==> src/rtl/riscv_core_scoreboard_hazard_unit.sv <==
// riscv_core_scoreboard_hazard_unit: forwarding, load-use/scoreboard/structural stalls, flush control and exception drain for RV64IMAC.
// Ports:
//   i_hazard_unit_clk/rst            clock, synchronous active-high reset
//   i_hazard_unit_rs*_id/rd_id       ID operands/destination, long_op_id marks a long-latency op in ID
//   i_hazard_unit_rs*_ex/rd_*        pipeline register ids with regwrite_mem/wb and resultsrc_ex
//   i_hazard_unit_long_issue_ex      long op leaves EX, long_done/long_rd its completion on the side write port
//   i_hazard_unit_*cache_stall       cache miss stalls, csr_flush per-stage flush requests
//   i_hazard_unit_illegal_instr etc  exception sources
//   o_hazard_unit_forward*_ex        operand mux selects, stall_*/flush_* stage controls
//   o_hazard_unit_exception          trap-take pulse, sb_busy/outstanding scoreboard state, timeout sticky flag
module riscv_core_scoreboard_hazard_unit #(
   parameter int NREG = 32,
   parameter int MAX_OUTSTANDING = 2,
   parameter int STALL_TIMEOUT = 1024,
   localparam int REG_W = $clog2(NREG),
   localparam int CNT_W = $clog2(MAX_OUTSTANDING + 1),
   localparam int TMO_W = $clog2(STALL_TIMEOUT + 1)
) (
   input  logic             i_hazard_unit_clk,
   input  logic             i_hazard_unit_rst,
   input  logic [REG_W-1:0] i_hazard_unit_rs1_id,
   input  logic [REG_W-1:0] i_hazard_unit_rs2_id,
   input  logic [REG_W-1:0] i_hazard_unit_rd_id,
   input  logic             i_hazard_unit_long_op_id,
   input  logic [REG_W-1:0] i_hazard_unit_rs1_ex,
   input  logic [REG_W-1:0] i_hazard_unit_rs2_ex,
   input  logic [REG_W-1:0] i_hazard_unit_rd_ex,
   input  logic [REG_W-1:0] i_hazard_unit_rd_mem,
   input  logic [REG_W-1:0] i_hazard_unit_rd_wb,
   input  logic             i_hazard_unit_regwrite_mem,
   input  logic             i_hazard_unit_regwrite_wb,
   input  logic [1:0]       i_hazard_unit_resultsrc_ex,
   input  logic             i_hazard_unit_pcsrc_ex,
   input  logic             i_hazard_unit_long_issue_ex,
   input  logic             i_hazard_unit_long_done,
   input  logic [REG_W-1:0] i_hazard_unit_long_rd,
   input  logic             i_hazard_unit_icache_stall,
   input  logic             i_hazard_unit_dcache_stall,
   input  logic [3:0]       i_hazard_unit_csr_flush,
   input  logic             i_hazard_unit_illegal_instr,
   input  logic             i_hazard_unit_mdivby0,
   input  logic             i_hazard_unit_mof,
   output logic [1:0]       o_hazard_unit_forwarda_ex,
   output logic [1:0]       o_hazard_unit_forwardb_ex,
   output logic             o_hazard_unit_stall_if,
   output logic             o_hazard_unit_stall_id,
   output logic             o_hazard_unit_stall_ex,
   output logic             o_hazard_unit_stall_mem,
   output logic             o_hazard_unit_stall_wb,
   output logic             o_hazard_unit_flush_if,
   output logic             o_hazard_unit_flush_id,
   output logic             o_hazard_unit_flush_ex,
   output logic             o_hazard_unit_flush_mem,
   output logic             o_hazard_unit_exception,
   output logic [NREG-1:0]  o_hazard_unit_sb_busy,
   output logic [CNT_W-1:0] o_hazard_unit_outstanding,
   output logic             o_hazard_unit_timeout
);
   typedef enum logic [1:0] {IDLE, DRAIN, TRAP} state_t;
   localparam logic [CNT_W-1:0] CNT_MAX = CNT_W'(MAX_OUTSTANDING);
   localparam logic [TMO_W-1:0] TMO_MAX = TMO_W'(STALL_TIMEOUT);
   state_t state, state_nxt;
   logic [NREG-1:0] set_v, clr_v, busy_eff;
   logic [TMO_W-1:0] tmo_cnt;
   logic [CNT_W:0] load;
   logic issue, done_ok, lw, sb, full, hold, drain;
   function automatic logic [1:0] fwd(input logic [REG_W-1:0] rs, rd_mem, long_rd, rd_wb,
                                      input logic we_mem, done, we_wb);
      return (rs == '0) ? 2'b00 : (we_mem && rd_mem == rs) ? 2'b10 :
             (done && long_rd == rs) ? 2'b11 : (we_wb && rd_wb == rs) ? 2'b01 : 2'b00;
   endfunction
   always_comb begin
      issue = i_hazard_unit_long_issue_ex && !i_hazard_unit_dcache_stall;
      set_v = (issue && i_hazard_unit_rd_ex != '0) ? NREG'(1) << i_hazard_unit_rd_ex : '0;
      clr_v = i_hazard_unit_long_done ? NREG'(1) << i_hazard_unit_long_rd : '0;
      // a register completing this cycle is already readable via the long-result bus
      busy_eff = o_hazard_unit_sb_busy & ~clr_v;
      done_ok = i_hazard_unit_long_done && o_hazard_unit_outstanding != '0;
      // projected occupancy: a completion this cycle frees a slot immediately
      load = {1'b0, o_hazard_unit_outstanding} + (CNT_W + 1)'(i_hazard_unit_long_issue_ex) - (CNT_W + 1)'(done_ok);
      lw = i_hazard_unit_resultsrc_ex == 2'b01 && i_hazard_unit_rd_ex != '0 &&
           (i_hazard_unit_rd_ex == i_hazard_unit_rs1_id || i_hazard_unit_rd_ex == i_hazard_unit_rs2_id);
      sb = busy_eff[i_hazard_unit_rs1_id] | busy_eff[i_hazard_unit_rs2_id] | busy_eff[i_hazard_unit_rd_id];
      full = i_hazard_unit_long_op_id && load >= {1'b0, CNT_MAX};
      hold = lw | sb | full;
      drain = state == DRAIN;
      state_nxt = (state == IDLE) ?
                     ((i_hazard_unit_illegal_instr | i_hazard_unit_mdivby0 | i_hazard_unit_mof) ? DRAIN : IDLE) :
                  (state == DRAIN) ?
                     ((o_hazard_unit_outstanding == '0 && !i_hazard_unit_long_issue_ex && !i_hazard_unit_dcache_stall) ? TRAP : DRAIN) :
                  IDLE;
   end
   assign o_hazard_unit_forwarda_ex = fwd(i_hazard_unit_rs1_ex, i_hazard_unit_rd_mem, i_hazard_unit_long_rd, i_hazard_unit_rd_wb,
                                          i_hazard_unit_regwrite_mem, i_hazard_unit_long_done, i_hazard_unit_regwrite_wb);
   assign o_hazard_unit_forwardb_ex = fwd(i_hazard_unit_rs2_ex, i_hazard_unit_rd_mem, i_hazard_unit_long_rd, i_hazard_unit_rd_wb,
                                          i_hazard_unit_regwrite_mem, i_hazard_unit_long_done, i_hazard_unit_regwrite_wb);
   assign o_hazard_unit_stall_if  = hold | i_hazard_unit_icache_stall | i_hazard_unit_dcache_stall | drain;
   assign o_hazard_unit_stall_id  = hold | i_hazard_unit_dcache_stall;
   assign o_hazard_unit_stall_ex  = i_hazard_unit_dcache_stall;
   assign o_hazard_unit_stall_mem = i_hazard_unit_dcache_stall;
   assign o_hazard_unit_stall_wb  = 1'b0;
   assign o_hazard_unit_flush_if  = i_hazard_unit_csr_flush[0] | drain;
   assign o_hazard_unit_flush_id  = i_hazard_unit_pcsrc_ex | i_hazard_unit_csr_flush[1] | drain;
   assign o_hazard_unit_flush_ex  = hold | i_hazard_unit_pcsrc_ex | i_hazard_unit_csr_flush[2] | drain;
   assign o_hazard_unit_flush_mem = i_hazard_unit_csr_flush[3];
   assign o_hazard_unit_exception = state == TRAP;
   always_ff @(posedge i_hazard_unit_clk) begin
      if (i_hazard_unit_rst) begin
         o_hazard_unit_sb_busy <= '0;
         o_hazard_unit_outstanding <= '0;
         state <= IDLE;
         tmo_cnt <= '0;
         o_hazard_unit_timeout <= 1'b0;
      end else begin
         o_hazard_unit_sb_busy <= ((o_hazard_unit_sb_busy & ~clr_v) | set_v) & ~NREG'(1);
         o_hazard_unit_outstanding <= (issue && done_ok) ? o_hazard_unit_outstanding :
                                      (issue && o_hazard_unit_outstanding != CNT_MAX) ? o_hazard_unit_outstanding + 1'b1 :
                                      done_ok ? o_hazard_unit_outstanding - 1'b1 : o_hazard_unit_outstanding;
         state <= state_nxt;
         tmo_cnt <= !o_hazard_unit_stall_if ? '0 : (tmo_cnt == TMO_MAX) ? tmo_cnt : tmo_cnt + 1'b1;
         o_hazard_unit_timeout <= o_hazard_unit_timeout | (o_hazard_unit_stall_if && tmo_cnt >= TMO_MAX - 1'b1);
      end
   end
endmodule
==> config.mk <==
export PLATFORM = sky130hd
export DESIGN_NAME = riscv_core_scoreboard_hazard_unit
export DESIGN_NICKNAME = d
export VERILOG_FILES = /design/src/rtl/riscv_core_scoreboard_hazard_unit.sv
export SDC_FILE = /design/constraint.sdc
export NUM_CORES = 1
export LEC_CHECK = 0
export CAP_MARGIN = 20
export CORE_UTILIZATION = 55
export CTS_BUF_LIST = sky130_fd_sc_hd__clkbuf_4
export DETAILED_ROUTE_END_ITERATION = 7
export GPL_TIMING_DRIVEN = 0
export PLACE_DENSITY = 0.89
export SKIP_LAST_GASP = 1
export SLEW_MARGIN = 30
export SYNTH_ARGS = -nofsm -noshare
export SYNTH_HDL_FRONTEND = slang
export SYNTH_SLANG_ARGS = --single-unit
export TNS_END_PERCENT = 5
==> constraint.sdc <==
create_clock -name i_hazard_unit_clk -period 9.4 [get_ports i_hazard_unit_clk]
set_input_delay 2.35 -clock i_hazard_unit_clk [delete_from_list [all_inputs] [get_ports i_hazard_unit_clk]]
set_output_delay 2.35 -clock i_hazard_unit_clk [all_outputs]
set_load 0.02 [all_outputs]
==> results by stage, run 1 <==
GRT:
- The global-route wire length before repair is 25,200 µm.
- met2 is the most crowded layer.
- For this run, global-route usage on met2 was measured as 0.585.
- The total global routing track utilization is 0.389.
- The number of antenna violations at the first check in global routing is 0.
- The met3 demand-to-capacity share in global routing is 0.0732.
- The via count of the first global-routing pass is 4,753.
- The met1 track demand over resource in global routing is 0.527.
- After global routing the overflow that remains totals 0.
- Entering global routing, the biggest net connects 16 pins.

Floorplan:
- The number of placement rows is 31.
- The core outline area is 7410 µm².
- The initial utilization of the core area, before any placement, comes to 0.581.
- The die is 90.5 µm wide.
- In this run the vertical extent of the chip is 90.5 µm.
- The die covers 8190 µm².
- 113 I/O pins were placed.

Run status:
- The run finished with clean final reports.

Power and ir drop:
- The switching component of the power is 170 µW.
- The maximum vdd drop is 0.0680 mV.
- Dividing total power by cell area gives a power density of 89.7 nW/µm².
- Internal power comes to 327 µW.
- The share of total power dissipated in the clock network is 0.263.
- Of the total power, the share spent switching nets is 0.342.
- The combinational group share of total power is 0.322.
- The fraction of power consumed by sequential logic is 0.415.
- The static leakage is 1.87 nW.

Logic synthesis:
- Synthesis instantiated 73 different standard cells from the library.
- In this run, synthesis produced a sequential element count of 47.
- The average instance area after synthesis is 7.80 µm².
- The number of warnings reported in the yosys synthesis log is 0.
- The post-synthesis sequential area ratio is 0.218.
- The fraction of registers with async set or reset after synthesis is 0.
- Synthesis handed over a netlist of 552 instances.
- The predominant post-synthesis flop cell is dfxtp_1.
- Of the total synthesized cell area, the portion taken by full adders, half adders and majority gates is 0.0134.
- The mapped netlist covers 4310 µm².
- Of the total synthesized cell area, the portion taken by XOR and XNOR cells is 0.118.
- The compound-gate portion of the synthesized area came to 0.254.
- The count of flip-flops with a built-in enable after synthesis is 0.
- Of the post-synthesis cell area, the part taken by muxes is 0.0648.
- The share of synthesized area in the top cell type comes to 0.218.
- Of the total synthesized cell area, the portion taken by AND, OR, NAND and NOR gates is 0.266.
- dfxtp_1 takes more of the synthesized area than any other cell.
- After synthesis, the largest family of logic cells by area is simple AND/OR/NAND/NOR gates.
- In the post-synthesis netlist, the biggest area contributors are dfxtp_1 22%, xor2_1 8.1%, mux2i_1 4.6%.

Timing:
- The number of pins with negative max-slew slack in the final report is 0.
- The maximum clock frequency is 112 MHz.
- The count of final hold-check violations is 0.
- The final period utilization is 0.951.
- At the pin with the least slew margin, the transition time is 1.11 ns.
- The clock period could shrink to 8.94 ns.
- The final worst clock skew is 0.0127 ns.
- Setup repair after global routing left no endpoint under its margin.
- The count of final setup violators is 0.
- Measured against its own limit, the worst slew margin works out to 0.252.
- Adding up every negative setup slack in the final design gives 0 ns.

Clocking:
- For the worst-skew pair, the clock arrives at the later sink with an insertion delay of 0.39 ns.
- Clock-pin slew was measured on the worst setup and hold paths at 0.15 ns.
- The H-tree was split into 2 levels.
- Buffers added to address setup during post-CTS repair amount to 0.
- TritonCTS built the clock tree.
- In this run, CTS created clock tree buffers numbering 5.
- The clock passes through at most 2 buffers.
- Clock tree synthesis found a total of 47 sinks.
- Gates resized during post-CTS repair numbered 0.
- Hold repair after CTS inserted 0 buffers.
- The cell at the root of the clock tree is clkbuf_4.

Critical path:
- The startpoint class of the critical path is an input port.
- At the worst endpoint, the required time is 7.05 ns.
- The worst setup path is captured at an output port.
- The maximum fanout encountered on the critical timing path is 10.
- The critical path is of the input port to output port type.
- At the worst endpoint, the arrival time is 6.59 ns.

Detailed routing:
- The count of antenna-violating nets left after detailed routing is 0.
- The overall via count from detail_route is 5,079.
- The post-detailed-route DRC marker count is 0.
- The average wire length per cell after detail routing is 21.3 µm.
- Summed over all layers, the routed wires come to 16,200 µm.
- Dividing the detail-routed via count by the number of cells gives 6.67.
- The first detailed-routing pass took 6 iterations.
- In this run, the number of DRC markers left after iteration 0 of detailed routing was 700.

Run:
- The number of max-cap violations is 0.

Placement:
- The HPWL reported at the end of detailed placement is 12,400 µm.
- During placement, the flow inserted port buffers numbering 102.
- The total cell area at the placement stage is 5460 µm².
- At the end of routability-driven placement, the weighted congestion stood at 1.06.
- The placed instance count is 754.

Cells and area:
- The total non-filler cell area in the finished layout is 5540 µm².
- The antenna cell count is 0.
- The layout-stage area growth over the synthesis result is 28.7%.
- For this run, the post-layout net count is 730.
- The finished layout holds 762 standard cells, fillers aside.
- Of the cells placed in the final design, the portion with a size suffix greater than 1 is 0.0875.

Min path:
- The type of the tightest min-delay check is flop to flop.
==> layer usage <==
metal / wire length [µm] / vias up / part of all wire
li1: - / 2283 / -
met1: 6600 / 2337 / 0.41
met2: 7060 / 379 / 0.43
met3: 1830 / 80 / 0.11
met4: 756 / 0 / 0.047
met5: 0 / - / 0
==> cells in the mapped netlist (all sizes together) (5+ instances only) <==
library cell / count
nand2: 49
dfxtp: 47
xor2: 40
a21oi: 37
nor2: 36
o21ai: 32
buf: 27
nor3: 23
mux2i: 20
xnor2: 17
a311oi: 15
clkbuf: 15
inv: 15
a211oi: 14
nand3: 14
a22oi: 10
nor2b: 10
nor4: 10
and3: 8
mux2: 7
o311ai: 7
o2111ai: 6
nand2b: 5
nand3b: 5
o211ai: 5
==> final timing paths <==
| kind | end | from | slack [ns] | cells after the start |
|---|---|---|---|---|
| worst max-delay path | o_hazard_unit_stall_if | i_hazard_unit_long_done | 0.46 | 14 |
| worst min-delay path | state[1] | state[1] | 0.49 | 1 |
| worst max register to register | tmo_cnt[4] | o_hazard_unit_outstanding[1] | 5.95 | 11 |
| worst min register to register | state[1] | state[1] | 0.49 | 1 |
==> cells in the final DEF (no fill, tap or decap), types with 3 or more instances in the layout <==
cell,count
o2111ai_1,6
buf_4,7
nor2_1,36
a311oi_1,15
buf_6,3
o311ai_0,6
mux2i_1,20
nand3b_1,5
and4b_1,3
inv_1,15
a21oi_1,37
nor3b_1,3
ha_1,3
o221ai_1,3
o211ai_1,5
nor2b_1,10
nor3_1,23
clkbuf_1,15
xor2_1,40
a2111oi_0,4
nand4b_1,3
clkbuf_4,5
nand3_1,14
nor4_1,9
mux2_2,7
xnor2_1,16
a31oi_1,4
clkdlybuf4s50_1,102
dfxtp_1,47
a211oi_1,14
buf_2,15
nand2_1,49
a22oi_1,10
o21ai_0,32
or2_2,4
a21boi_2,3
nand4bb_1,3
nand2b_1,5
a311o_1,4
and3_1,8
==> final cells by class <==
type                    count  area, µm²
fillers                   609       1870
clock inverters             3       42.5
multi-input cells         449       3100
repair buffers            102       1020
well taps                  99        124
inverters                  15       56.3
flip-flops and latches     47        941
plain buffers              42        225
clock buffers               5       37.5
==> cells by family (layout without fill, tap and decap cells) <==
| logic type | Yosys count | count (layout) |
|---|---|---|
| other cells | 1 | 2 |
| xor+xnor | 57 | 57 |
| buf+inv | 57 | 167 |
| fa+ha+maj | 4 | 4 |
| mux | 27 | 27 |
| simple gates | 201 | 201 |
| flops | 47 | 47 |
| compound gates | 158 | 158 |
==> metrics by stage <==
stage               utilization  setup WS, ns  power, mW  hold slack (ns)
floorplan                     -          2.03      0.298            0.437
global placement          0.737         0.590      0.362            0.453
detailed placement        0.737         0.501      0.365            0.478
CTS                       0.747         0.489      0.494            0.496
global route              0.748         0.274      0.515            0.531
finish                    0.748         0.464      0.497            0.495
==> state kept, by name (all words and copies together) (netlist names) <==
name                       cells
o_hazard_unit_outstanding      2
o_hazard_unit_timeout          1
state                          2
o_hazard_unit_sb_busy         31
tmo_cnt                       11
==> power groups by stage <==
stage	sequential, mW	clock [mW]	combinational [mW]
2_1_floorplan	0.211	0	0.0867
3_3_place_gp	0.210	0	0.151
3_5_place_dp	0.211	0	0.154
4_1_cts	0.206	0.132	0.155
5_1_grt	0.207	0.138	0.170
6_report	0.207	0.131	0.160
==> worst max-delay path, cell delays in order <==
cell             delay (ns)
clkdlybuf4s50_1        0.52
buf_4                  0.18
buf_2                  0.26
nor2b_1                0.17
ha_1                   0.23
nor2b_1                0.15
fa_1                   0.43
o21ai_0                0.23
o21ai_0                0.19
or4b_4                 0.62
nor4_4                 0.45
buf_6                  0.21
nand2_1                0.06
clkdlybuf4s50_1        0.55
(Power assumes the default switching activity.)
==> run 2, diff against run 1 <==
SKIP_LAST_GASP = unset   (was 1)
==> results of run 2 <==
Same layout as run 1: the final DEF is identical, and so are final timing and power.
